==> src/rtl/p10_uart_rx_pkg.sv <==
// Shared UART definitions: FSM state encoding and bit-timing helpers.
package p10_uart_rx_pkg;

  typedef enum logic [1:0] {
    ST_IDLE  = 2'd0,
    ST_START = 2'd1,
    ST_DATA  = 2'd2,
    ST_STOP  = 2'd3
  } rx_state_t;

  localparam int unsigned NS_PER_S = 32'd1_000_000_000;

  // Integer-ns bit period divided by integer-ns clock period.
  function automatic int unsigned cycles_per_bit(input int unsigned bit_rate,
                                                 input int unsigned clk_hz);
    return (NS_PER_S / bit_rate) / (NS_PER_S / clk_hz);
  endfunction

endpackage

==> src/rtl/p10_sync2.sv <==
// Two-flop synchroniser for an asynchronous single-bit input.
//  clk, resetn : clock, async active-low reset
//  d           : asynchronous input
//  q           : synchronised output (reset to RST_VAL)
module p10_sync2 #(
  parameter logic RST_VAL = 1'b1
) (
  input  logic clk,
  input  logic resetn,
  input  logic d,
  output logic q
);

  logic meta;

  always_ff @(posedge clk or negedge resetn) begin
    if (!resetn) begin
      meta <= RST_VAL;
      q    <= RST_VAL;
    end else begin
      meta <= d;
      q    <= meta;
    end
  end

endmodule

==> src/rtl/p10_uart_rx.sv <==
// UART receiver: synchronises the RX pin, qualifies the start bit, samples
// data/stop bits at mid-bit and reports each frame as valid, break or error.
//  clk, resetn   : clock, async active-low reset
//  uart_rxd      : RX pin, asynchronous, idle high
//  uart_rx_en    : allows new frames to start
//  uart_rx_valid : one-cycle pulse, uart_rx_data holds a new good frame
//  uart_rx_data  : last good received payload
//  uart_rx_break : one-cycle pulse, all-zero payload with low stop bit
//  uart_rx_err   : one-cycle pulse, framing error
//  uart_rx_busy  : receiver not idle
module p10_uart_rx
  import p10_uart_rx_pkg::*;
#(
  parameter int unsigned BIT_RATE     = 9600,
  parameter int unsigned CLK_HZ       = 50_000_000,
  parameter int unsigned PAYLOAD_BITS = 8,
  parameter int unsigned STOP_BITS    = 1
) (
  input  logic                    clk,
  input  logic                    resetn,
  input  logic                    uart_rxd,
  input  logic                    uart_rx_en,
  output logic                    uart_rx_valid,
  output logic [PAYLOAD_BITS-1:0] uart_rx_data,
  output logic                    uart_rx_break,
  output logic                    uart_rx_err,
  output logic                    uart_rx_busy
);

  localparam int unsigned CYCLES_PER_BIT = cycles_per_bit(BIT_RATE, CLK_HZ);
  localparam int unsigned HALF_BIT       = CYCLES_PER_BIT / 2;
  localparam int unsigned CNT_W          = 1 + $clog2(CYCLES_PER_BIT);
  localparam int unsigned IDX_W          = $clog2(PAYLOAD_BITS + STOP_BITS + 1);

  // Counter restarts at 0 on entry/sample, so the terminal value is N-1
  // to give exactly N clocks between samples.
  localparam logic [CNT_W-1:0] BIT_LAST  = CNT_W'(CYCLES_PER_BIT - 1);
  localparam logic [CNT_W-1:0] HALF_LAST = CNT_W'(HALF_BIT - 1);
  localparam logic [IDX_W-1:0] DATA_LAST = IDX_W'(PAYLOAD_BITS - 1);
  localparam logic [IDX_W-1:0] STOP_N    = IDX_W'(STOP_BITS);

  logic rxd_s;
  logic rxd_q;

  rx_state_t               state_q,    state_d;
  logic [CNT_W-1:0]        cnt_q,      cnt_d;
  logic [IDX_W-1:0]        idx_q,      idx_d;
  logic [PAYLOAD_BITS-1:0] shreg_q,    shreg_d;
  logic [PAYLOAD_BITS-1:0] data_q,     data_d;
  logic                    stop_bad_q, stop_bad_d;
  logic                    line_ok_q,  line_ok_d;
  logic                    valid_q,    valid_d;
  logic                    brk_q,      brk_d;
  logic                    err_q,      err_d;
  logic                    busy_q;

  p10_sync2 #(.RST_VAL(1'b1)) u_sync (
    .clk    (clk),
    .resetn (resetn),
    .d      (uart_rxd),
    .q      (rxd_s)
  );

  // Delayed copy of the synchronised line for falling-edge detection.
  always_ff @(posedge clk or negedge resetn) begin
    if (!resetn) rxd_q <= 1'b1;
    else         rxd_q <= rxd_s;
  end

  // State and datapath registers.
  always_ff @(posedge clk or negedge resetn) begin
    if (!resetn) begin
      state_q    <= ST_IDLE;
      cnt_q      <= '0;
      idx_q      <= '0;
      shreg_q    <= '0;
      data_q     <= '0;
      stop_bad_q <= 1'b0;
      line_ok_q  <= 1'b0;
      valid_q    <= 1'b0;
      brk_q      <= 1'b0;
      err_q      <= 1'b0;
      busy_q     <= 1'b0;
    end else begin
      state_q    <= state_d;
      cnt_q      <= cnt_d;
      idx_q      <= idx_d;
      shreg_q    <= shreg_d;
      data_q     <= data_d;
      stop_bad_q <= stop_bad_d;
      line_ok_q  <= line_ok_d;
      valid_q    <= valid_d;
      brk_q      <= brk_d;
      err_q      <= err_d;
      busy_q     <= (state_d != ST_IDLE);
    end
  end

  // Next-state and frame decode.
  always_comb begin
    state_d    = state_q;
    cnt_d      = cnt_q + CNT_W'(1);
    idx_d      = idx_q;
    shreg_d    = shreg_q;
    data_d     = data_q;
    stop_bad_d = stop_bad_q;
    line_ok_d  = line_ok_q;
    valid_d    = 1'b0;
    brk_d      = 1'b0;
    err_d      = 1'b0;

    case (state_q)
      ST_IDLE: begin
        cnt_d      = '0;
        idx_d      = '0;
        stop_bad_d = 1'b0;
        // Re-arm only after the line has been seen high.
        if (rxd_s) line_ok_d = 1'b1;
        if (rxd_q && !rxd_s && uart_rx_en && line_ok_q) state_d = ST_START;
      end
      ST_START: begin
        if (cnt_q == HALF_LAST) begin
          cnt_d   = '0;
          state_d = rxd_s ? ST_IDLE : ST_DATA;
        end
      end
      ST_DATA: begin
        if (cnt_q == BIT_LAST) begin
          cnt_d   = '0;
          shreg_d = PAYLOAD_BITS'({rxd_s, shreg_q} >> 1);
          idx_d   = idx_q + IDX_W'(1);
          if (idx_q == DATA_LAST) begin
            idx_d   = '0;
            state_d = ST_STOP;
          end
        end
      end
      ST_STOP: begin
        if (idx_q == STOP_N) begin
          cnt_d   = '0;
          state_d = ST_IDLE;
          if (!stop_bad_q) begin
            data_d  = shreg_q;
            valid_d = 1'b1;
          end else begin
            line_ok_d = 1'b0;
            if (shreg_q == '0) brk_d = 1'b1;
            else               err_d = 1'b1;
          end
        end else if (cnt_q == BIT_LAST) begin
          cnt_d = '0;
          idx_d = idx_q + IDX_W'(1);
          if (!rxd_s) stop_bad_d = 1'b1;
        end
      end
      default: state_d = ST_IDLE;
    endcase
  end

  assign uart_rx_valid = valid_q;
  assign uart_rx_data  = data_q;
  assign uart_rx_break = brk_q;
  assign uart_rx_err   = err_q;
  assign uart_rx_busy  = busy_q;

endmodule

==> config.mk <==
export PLATFORM = sky130hd
export DESIGN_NAME = p10_uart_rx
export DESIGN_NICKNAME = d
export VERILOG_FILES = /design/src/rtl/p10_uart_rx_pkg.sv /design/src/rtl/p10_sync2.sv /design/src/rtl/p10_uart_rx.sv
export SDC_FILE = /design/constraint.sdc
export NUM_CORES = 1
export LEC_CHECK = 0
export ABC_AREA = 1
export ABC_CLOCK_PERIOD_IN_PS = 1600
export BUFFER_PORTS_ARGS = -buffer_cell sky130_fd_sc_hd__buf_2
export CORE_UTILIZATION = 59
export DETAILED_ROUTE_END_ITERATION = 12
export PLACE_DENSITY = 0.78
export SLEW_MARGIN = 20
export SYNTH_ARGS = -nofsm -noshare
export SYNTH_HDL_FRONTEND = slang
export SYNTH_SLANG_ARGS = --single-unit
==> constraint.sdc <==
create_clock -name clk -period 1.6 [get_ports clk]
set_input_delay 0.16 -clock clk [delete_from_list [all_inputs] [get_ports clk]]
set_output_delay 0.16 -clock clk [all_outputs]
set_load 0.1 [all_outputs]
Word-level counts from Yosys, hierarchy flattened
Index checks and enable logic that the tools add are counted.
{ "totals": {"regBits": 45, "in_bits": 4, "word_cells": 80} }
{ "classes": {"n_addsub": 2, "n_eq_ne": 14, "n_mux": 35, "n_bitwise": 1, "n_reduce_logical": 14} }
{ "ops": {"columns": ["cell", "count"], "rows": [
  ["case mux 14 bit (4 select lines)", 1],
  ["two-way mux 14 bit", 3],
  ["two-way mux 1 bit", 17],
  ["two-way mux 4 bit", 4],
  ["adder 14 x 1 -> 14 bit, second input constant", 1],
  ["== test 14 x 12 -> 1 bit, second input constant", 1],
  ["== test 14 x 13 -> 1 bit, second input constant", 1],
  ["two-way mux 2 bit", 6],
  ["!= test 2 bit, second input constant", 6],
  ["case mux 4 bit (3 select lines)", 1],
  ["AND reduction 4 bit", 3],
  ["zero test 8 bit", 1],
  ["case mux 2 bit (4 select lines)", 1],
  ["adder 4 x 1 -> 4 bit, second input constant", 1],
  ["== test 2 bit, second input constant", 2],
  ["== test 4 x 1 -> 1 bit, second input constant", 1],
  ["== test 4 x 3 -> 1 bit, second input constant", 1],
  ["case mux 1 bit (2 select lines)", 2],
  ["nonzero test 2 bit", 2],
  ["logical AND 1 bit", 3],
  ["AND reduction 3 bit", 1],
  ["nonzero test 3 bit", 1],
  ["== test 2 x 1 -> 1 bit, second input constant", 1],
  ["zero test 2 bit", 1],
  ["4 further kinds", 4]
]} }

Depth between registers and ports, before layout
Gate-level depths: netlist of run 1.
{ "logic_depth": {"depth_word": 7, "ltp_mapped": 10} }

Modules after synthesis
From an unflattened synthesis of run 1, not the netlist that was laid out.
{ "hier_totals": {"cells_unflattened": 244, "hier_area_um2": 2133.3} }
{ "modules_own_cells": {"columns": ["module", "n_inst", "cells_each", "area_per_inst_um2", "seq_area_each_um2"], "rows": [
  ["p10_uart_rx", 1, 242, 2080.7, 1077.3],
  ["p10_sync2", 1, 2, 52.6, 52.6]
]} }

Worst setup path before layout of run 1
Ideal clock, no wire load.
{ "synth_timing": {"kind": "register -> register", "start": "register cnt_q[0]", "end": "register cnt_q[0]", "setup_time_ns": 0.124, "arrival_time_ns": 1.302, "setup_slack_ns": 0.174, "path_stages_with_launch": 10, "path_cell_list": "dfrtp_1 > ha_1 > nand2_1 > nor2_1 > nand2_1 > nor2_2 > inv_2 > o211ai_2 > buf_4 > a21oi_1"} }
{ "synth_via": {"elab_chain_cells": 4, "word_cells_on_any_way": 7, "classes_between": "add/sub: 1; eq/ne: 2; mux: 4"} }
{ "synth_rtl": {"columns": ["element", "line_no", "source"], "rows": [
  ["start: declaration", "p10_uart_rx.sv:46", "logic [CNT_W-1:0] cnt_q, cnt_d;"],
  ["start signal: assignment", "p10_uart_rx.sv:86", "cnt_q <= cnt_d;"],
  ["adder 14 x 1 -> 14 bit / == test 14 x 13 -> 1 bit (equally long branches)", "p10_uart_rx.sv:102, p10_uart_rx.sv:128, p10_uart_rx.sv:150", null],
  ["two-way mux 14 bit", "p10_uart_rx.sv:128, p10_uart_rx.sv:150", null],
  ["two-way mux 14 bit", "p10_uart_rx.sv:139", "if (idx_q == STOP_N) begin"],
  ["case mux 14 bit (4 select lines) (*)", "p10_uart_rx.sv:112", "case (state_q)"],
  ["named net cnt_d[0]", "p10_uart_rx.sv:46", null]
]} }
The timed path passes the listed nets; every way through them passes the cells marked *.
A chain may end at the register's enable or synchronous reset.

Final worst setup path of run 1
{ "layout_timing": {"start": "register cnt_q[1]", "end": "register idx_q[3]"} }
{ "layout_via": {"elab_chain_cells": 3, "word_cells_on_any_way": 4, "classes_between": "eq/ne: 3; reduce/logical: 1"} }
{ "layout_rtl": {"columns": ["element", "line_no", "source"], "rows": [
  ["== test 14 x 13 -> 1 bit (*)", "p10_uart_rx.sv:128, p10_uart_rx.sv:150", null],
  ["!= test 2 bit (no source line)", null, null],
  ["AND reduction 4 bit (no source line) (*)", null, null],
  ["end signal: assignment", "p10_uart_rx.sv:87", "idx_q <= idx_d;"],
  ["end: declaration", "p10_uart_rx.sv:47", "logic [IDX_W-1:0] idx_q, idx_d;"]
]} }
Every way passes the cells marked *; elsewhere a longest branch is shown, timed or not.

==> results of run 1 <==
==> power by group through the flow <==
stage	sequential, W	combinational [W]	clock (W)
after global placement	0.00117	0.0000334	0
after global routing	0.00115	0.0000410	0.000662
after detailed placement	0.00117	0.0000338	0
after CTS	0.00115	0.0000372	0.000616
after floorplan	0.00117	0.00000171	0
final	0.00115	0.0000355	0.000600
==> cell families after synthesis <==
family / Yosys count / synth area share
and+or+nand+nor: 106 / 0.2136
DFF: 45 / 0.5256
AOI/OAI and AO/OA: 44 / 0.1228
buffers and inverters: 40 / 0.07974
xor gates and xnor gates: 10 / 0.04074
adders and majority gates: 3 / 0.01746
==> what timing repair did <==
action / 4_1_cts / 5_1_grt
setup endpoints to repair: 0 / 36
gates resized for setup: 0 / 14
endpoints found under the hold margin: 17 / 0
hold buffers: 2 / 0
buffers inserted: 0 / 2
==> sequential cells by signal, indices dropped and copies added, names as in the netlist <==
| register | cells |
|---|---|
| cnt_q | 14 |
| idx_q | 4 |
| line_ok_q | 1 |
| rxd_q | 1 |
| shreg_q | 8 |
| state_q | 2 |
| stop_bad_q | 1 |
| u_sync.meta | 1 |
| u_sync.q | 1 |
| uart_rx_break | 1 |
| uart_rx_busy | 1 |
| uart_rx_data | 8 |
| uart_rx_err | 1 |
| uart_rx_valid | 1 |
==> placed cells by master, fill, tap and decap left out, drive strengths merged <==
cell / Yosys / final
ha: 3 / 3
a21oi: 14 / 14
buf: 4 / 24
nor3: 7 / 7
nand3: 16 / 16
o21ai: 26 / 26
dfstp: 3 / 3
o211ai: 2 / 2
nor2: 22 / 22
clkbuf: 1 / 7
nand4: 1 / 1
or2: 3 / 3
dfrtp: 42 / 42
inv: 35 / 35
nand2: 55 / 55
clkinv: 0 / 1
nor4: 2 / 2
xor2: 10 / 10
a21boi: 1 / 1
dlygate4sd3: 0 / 2
o22ai: 1 / 1
==> area by class of cell <==
class | instances | area [um2] | share of cell area
clock buffer | 7 | 65.06 | 0.02634
multi-input combinational | 163 | 887.1 | 0.3592
sequential | 45 | 1130 | 0.4574
timing repair buffer | 26 | 191.4 | 0.07751
tap | 46 | 57.56 | 0.02330
inverter | 35 | 133.9 | 0.05420
clock inverter | 1 | 5.005 | 0.002026
==> worst paths after layout <==
kind | endpoint | slack, ns | cells after the start
max reg2reg | idx_q[3]$_DFFE_PN0P_ | 0.06 | 10
max in group asynchronous | u_sync.q$_DFF_PN1_ | 0.77 | 3
min in group asynchronous | cnt_q[7]$_DFF_PN0_ | 0.27 | 2
min | state_q[0]$_DFF_PN0_ | 0.09 | 3
min reg2reg | u_sync.q$_DFF_PN1_ | 0.37 | 0
max | idx_q[3]$_DFFE_PN0P_ | 0.06 | 10
==> metrics by stage <==
step | cells | setup slack, ns
6_report | 323 | 0.06154
5_1_grt | 323 | -0.07456
4_1_cts | 321 | 0.04435
3_5_place_dp | 311 | 0.06503
3_3_place_gp | 311 | 0.1322
2_1_floorplan | 248 | 0.1744
==> layer usage <==
metal / part of all wire / vias up / global-route usage
met5: 0 / - / 0
met4: 0.022 / 0 / 0.1163
met3: 0.042 / 10 / 0.05147
met2: 0.46 / 30 / 0.3530
met1: 0.47 / 765 / 0.2975
li1: - / 844 / -
==> worst register-to-register path, delay by kind of cell, from the launching register on <==
family                   cells  cell delay, ns
AND/OR/NAND/NOR              7            0.70
flip-flops                   1            0.40
adder cells (fa/ha/maj)      1            0.22
buffers and inverters        1            0.07
AO/OA/AOI/OAI                1            0.05
==> flow_summary.yaml, run 1 <==
finish:
  area_growth_pct: 14.90
  final_design_area_no_fill_um2: 2470
  finalNetCount: 283
  drive_above_1_share: 0.2202
  fin_util: 0.7231
  antennaDiodeCount: 0
  fillers: 274
floorplanning:
  die_height_um: 62.36
  ports_placed_on_the_boundary: 16
  floorplan.initialDensity: 0.6293
  floorplan.die_area_um2: 3889
  die_w_um: 62.36
  core.rowCount: 21
  design.core.area_um2: 3416
worst_setup_path:
  worstPathCellList: "ha_2 -> nand2_2 -> nor2_1 -> nand2_1 -> nor2_4 -> inv_2 -> nand2_2 -> nand3_4 -> nand2_2 -> o21ai_2"
  timing.critical_path.from_type: "register"
  worst_r2r_startpoint: "cnt_q[1]$_DFF_PN0_"
  end_kind: "register"
  critical_path.startpoint: "cnt_q[1]$_DFF_PN0_"
  critical_path_arrival_ns: 1.79
  timing.setup.critical_path_class: "reg2reg"
  critPathSlowestCell: "dfrtp_1"
  timing.critical_path.slowest_cell_delay_ns: 0.40
  cp_num_buf_inv: 1
  critical_path.top_delay_family: "simple AND/OR/NAND/NOR gates"
  critPathMostFrequentCell: "nand2_2"
  critical_path_peak_fanout: 8
  worst-endpoint-required_ns: 1.85
yosys:
  synthDominantAreaCellType: "dfrtp_1"
  yosys_most_used_dff: "dfrtp_1"
  synth.distinct_cells: 29
  avgSynthCellArea_um2: 8.668
  yosys-top-cells-area: "dfrtp_1, nand2_1, inv_1"
  postSynthCellCount: 248
  yosysWarnings: 0
  synth_fp_nets: 255
  synth_seq_cells: 45
  synth.most_common_cell: "nand2_1"
  async_sr_flop_fraction: 1.000
  ys_seq_area_frac: 0.5256
  synthTopCellsByCount: "nand2_1, dfrtp_1, inv_1"
  netlist_area_um2: 2150
  number_of_enable_type_register_cells_in_the_synthesized_netlist: 0
  synth_largest_type_area_fraction: 0.4889
timing:
  final-hold-violation-count: 0
  post-route-min-period_ns: 1.538
  setup-violations-final: 0
  fin_worst_skew_ns: 0.003886
  worst_slew_pin_slew_ns: 0.4859
  final-max-slew-violation-count: 0
  layout_worst_path_cycle_share: 0.9615
  max_slew_margin: 0.6783
  setup_tns_ns: 0
  finalHoldWorstSlack_ns: 0.09301
  fmaxAchievable_mhz: 650.0
global_routing:
  antenna_found_initial: 0
  grt_max_degree: 28
  globalRoute.totalOverflow: 0
  wire_length_of_the_first_global_routing_pass_um: 6755
  gr-usage-all-layers: 0.2266
  number_of_global_route_vias_before_repair: 1557
power_and_ir_drop:
  power_w: 0.001782
  power.share.clock: 0.337
  sw_frac_of_total: 0.2087
  total_leakage_power_nw: 1.180
  sequentialPowerShare: 0.643
  switching_power_w: 0.0003718
  powerDensity_nw_per_um2: 721.4
  power_frac_comb: 0.020
  ir_worst_vdd_uv: 678.6
  intPower_w: 0.001410
place:
  global_placement_routability_congestion: 0.9047
  detailedPlacementHpwl_um: 2878
  io_buffers: 15
  placement.cell_area_um2: 2320
run_status:
  run_status: "finished clean"
drt:
  drtPass1Iterations: 4
  route.detailed.wl_per_inst_um: 12.17
  final_antenna_net_count: 0
  remaining_routing_drc_violations: 0
  detailedRoute.firstIterationViolations: 98
  via_count_of_the_routed_design: 1649
  post_drt_via_cell_ratio: 5.105
  detail_route.wirelength_um: 3932
clocking:
  maximum_level_of_the_cts_h_tree: 2
  tritoncts: "built"
  max-clock-path-buffers: 2
  cts_sinks: 45
  clk_pin_slew_ns: 0.12
  clock_insertion_delay_at_the_later_pin_of_the_skew_report_ns: 0.35
  cts_buffers: 5
  clock-root-buffer: "clkbuf_4"
worst_hold_path:
  start_point_of_the_worst_min_delay_path: "uart_rx_en"
  tightest_hold_check_type: "in2reg"
job:
  max-cap-violations: 0
No activity file was read; power rests on OpenSTA's default activity.
==> run 2: changes to the inputs <==
MAX_ROUTING_LAYER = met4   (was not set)
==> flow_summary.yaml, run 2 (synthesized netlist as in run 1, its figures left out) <==
worst_setup_path:
  timing.critical_path.from_type: "register"
  cp_num_buf_inv: 1
  critical_path_arrival_ns: 1.84
  end_kind: "register"
  critPathMostFrequentCell: "nand2_2"
  critical_path.top_delay_family: "simple AND/OR/NAND/NOR gates"
  timing.critical_path.slowest_cell_delay_ns: 0.40
  timing.setup.critical_path_class: "reg2reg"
  critical_path_peak_fanout: 8
  reg2reg_setup_slack_ns: 0.02
  worstPathCellList: "ha_2 -> nand2_2 -> nor2_2 -> nand2_2 -> nor2_4 -> inv_2 -> nand2_2 -> nand3_4 -> nand2_2 -> o21ai_2"
  critPathSlowestCell: "dfrtp_1"
  worst-endpoint-required_ns: 1.86
clocking:
  clock-root-buffer: "clkbuf_4"
  clk_pin_slew_ns: 0.13
  max-clock-path-buffers: 2
  cts_buffers: 5
  maximum_level_of_the_cts_h_tree: 2
  clock_insertion_delay_at_the_later_pin_of_the_skew_report_ns: 0.36
  tritoncts: "built"
  cts_sinks: 45
power_and_ir_drop:
  power_frac_comb: 0.017
  ir_worst_vdd_uv: 697.3
  intPower_w: 0.001485
  switching_power_w: 0.0003979
  powerDensity_nw_per_um2: 747.2
  sequentialPowerShare: 0.609
  sw_frac_of_total: 0.2113
  total_leakage_power_nw: 1.193
  power.share.clock: 0.374
finish:
  layout.cells.most_common: "nand2_1"
  commonest_non_fill_non_tap_cells_in_the_layout: "nand2_1, dfrtp_1, inv_1"
  drive_above_1_share: 0.2464
  largest_register_ff_count: 14
  area_growth_pct: 17.23
  registers.top_by_ff_count: "cnt_q"
  finalNetCount: 286
  fin_util: 0.7377
  fillers: 281
  antennaDiodeCount: 0
timing:
  final-max-slew-violation-count: 0
  finalHoldWorstSlack_ns: 0.08310
  fmaxAchievable_mhz: 633.2
  max_slew_margin: 0.6294
  fin_worst_skew_ns: 0.005308
  post-route-min-period_ns: 1.579
  layout_worst_path_cycle_share: 0.9871
  grt_setup_unrepaired: "yes"
  worst_slew_pin_slew_ns: 0.5558
  final-hold-violation-count: 0
  setup-violations-final: 0
floorplanning:
  die_w_um: 62.36
  die_height_um: 62.36
  design.core.area_um2: 3416
  floorplan.initialDensity: 0.6293
  ports_placed_on_the_boundary: 16
  core.rowCount: 21
  floorplan.die_area_um2: 3889
place:
  global_placement_routability_congestion: 0.9457
  io_buffers: 15
  detailedPlacementHpwl_um: 2938
job:
  max-cap-violations: 0
global_routing:
  antenna_found_initial: 0
  wire_length_of_the_first_global_routing_pass_um: 6893
  number_of_global_route_vias_before_repair: 1597
  gr-usage-all-layers: 0.2393
  globalRoute.totalOverflow: 0
  grt_max_degree: 46
drt:
  detailedRoute.firstIterationViolations: 115
  route.detailed.wl_per_inst_um: 13.14
  post_drt_via_cell_ratio: 5.270
  final_antenna_net_count: 0
  via_count_of_the_routed_design: 1718
  remaining_routing_drc_violations: 0
  drtPass1Iterations: 4
  detail_route.wirelength_um: 4285
run_status:
  run_status: "finished clean"
worst_hold_path:
  tightest_hold_check_type: "in2reg"
==> run 2: layout make-up <==
cell class                      instances  area, um2  area share
Clock buffer                            6      41.29     0.01639
Inverter                               35      133.9     0.05313
Tap cell                               46      57.56     0.02284
Clock inverter                          2      38.79     0.01539
Sequential cell                        45       1130      0.4484
Timing Repair Buffer                   29      205.2     0.08143
Multi-Input combinational cell        163      913.4      0.3625
==> run 2: power by group through the flow <==
stage | combinational [W] | clock (W) | sequential (W)
detailed placement | 0.0000296 | 0 | 0.00117
global route | 0.0000382 | 0.000760 | 0.00115
global placement | 0.0000293 | 0 | 0.00117
CTS | 0.0000337 | 0.000720 | 0.00115
floorplan | 0.00000171 | 0 | 0.00117
finish | 0.0000320 | 0.000704 | 0.00115
==> run 2: metrics by stage <==
| stage | instances | setup WS [ns] | TNS (ns) | area, um2 | total power [W] |
|---|---|---|---|---|---|
| 3_3_place_gp | 313 | 0.1430 | 0 | 2322 | 0.001197 |
| 6_report | 326 | 0.02070 | 0 | 2520 | 0.001883 |
| 4_1_cts | 323 | 0.02876 | 0 | 2422 | 0.001900 |
| 5_1_grt | 326 | -0.07752 | -0.8389 | 2520 | 0.001945 |
| 2_1_floorplan | 248 | 0.1744 | 0 | 2150 | 0.001169 |
| 3_5_place_dp | 313 | 0.06690 | 0 | 2322 | 0.001198 |
==> run 2: final timing paths <==
kind / depth (start not counted) / endpoint / start
worst max-delay path: 10 / idx_q[3]$_DFFE_PN0P_ / cnt_q[1]$_DFF_PN0_
worst min-delay path: 3 / state_q[0]$_DFF_PN0_ / uart_rx_en
worst max register to register: 10 / idx_q[3]$_DFFE_PN0P_ / cnt_q[1]$_DFF_PN0_
worst min register to register: 0 / u_sync.q$_DFF_PN1_ / u_sync.meta$_DFF_PN1_
max in group asynchronous: 3 / u_sync.q$_DFF_PN1_ / resetn
min in group asynchronous: 3 / uart_rx_data[0]$_DFFE_PN0P_ / resetn
==> run 2: routing by layer <==
metal	track usage	part of all wire	vias to the layer above
met5	-	0	-
met4	0.09012	0.022	0
met3	0.06066	0.042	11
met2	0.3901	0.49	41
met1	0.2869	0.45	812
li1	-	-	854
==> run 2: worst register-to-register path: stages (launching register included) <==
cell     delay [ns]
dfrtp_1        0.40
ha_2           0.22
nand2_2        0.07
nor2_2         0.11
nand2_2        0.08
nor2_4         0.17
inv_2          0.08
nand2_2        0.08
nand3_4        0.12
nand2_2        0.10
o21ai_2        0.05
==> run 2: timing repair <==
| action | 4_1_cts | 5_1_grt |
|---|---|---|
| endpoints found under the setup margin | 0 | 36 |
| buffers inserted | 0 | 2 |
| hold buffers | 2 | 0 |
| endpoints found under the hold margin | 43 | 0 |
| gates resized for setup | 0 | 24 |
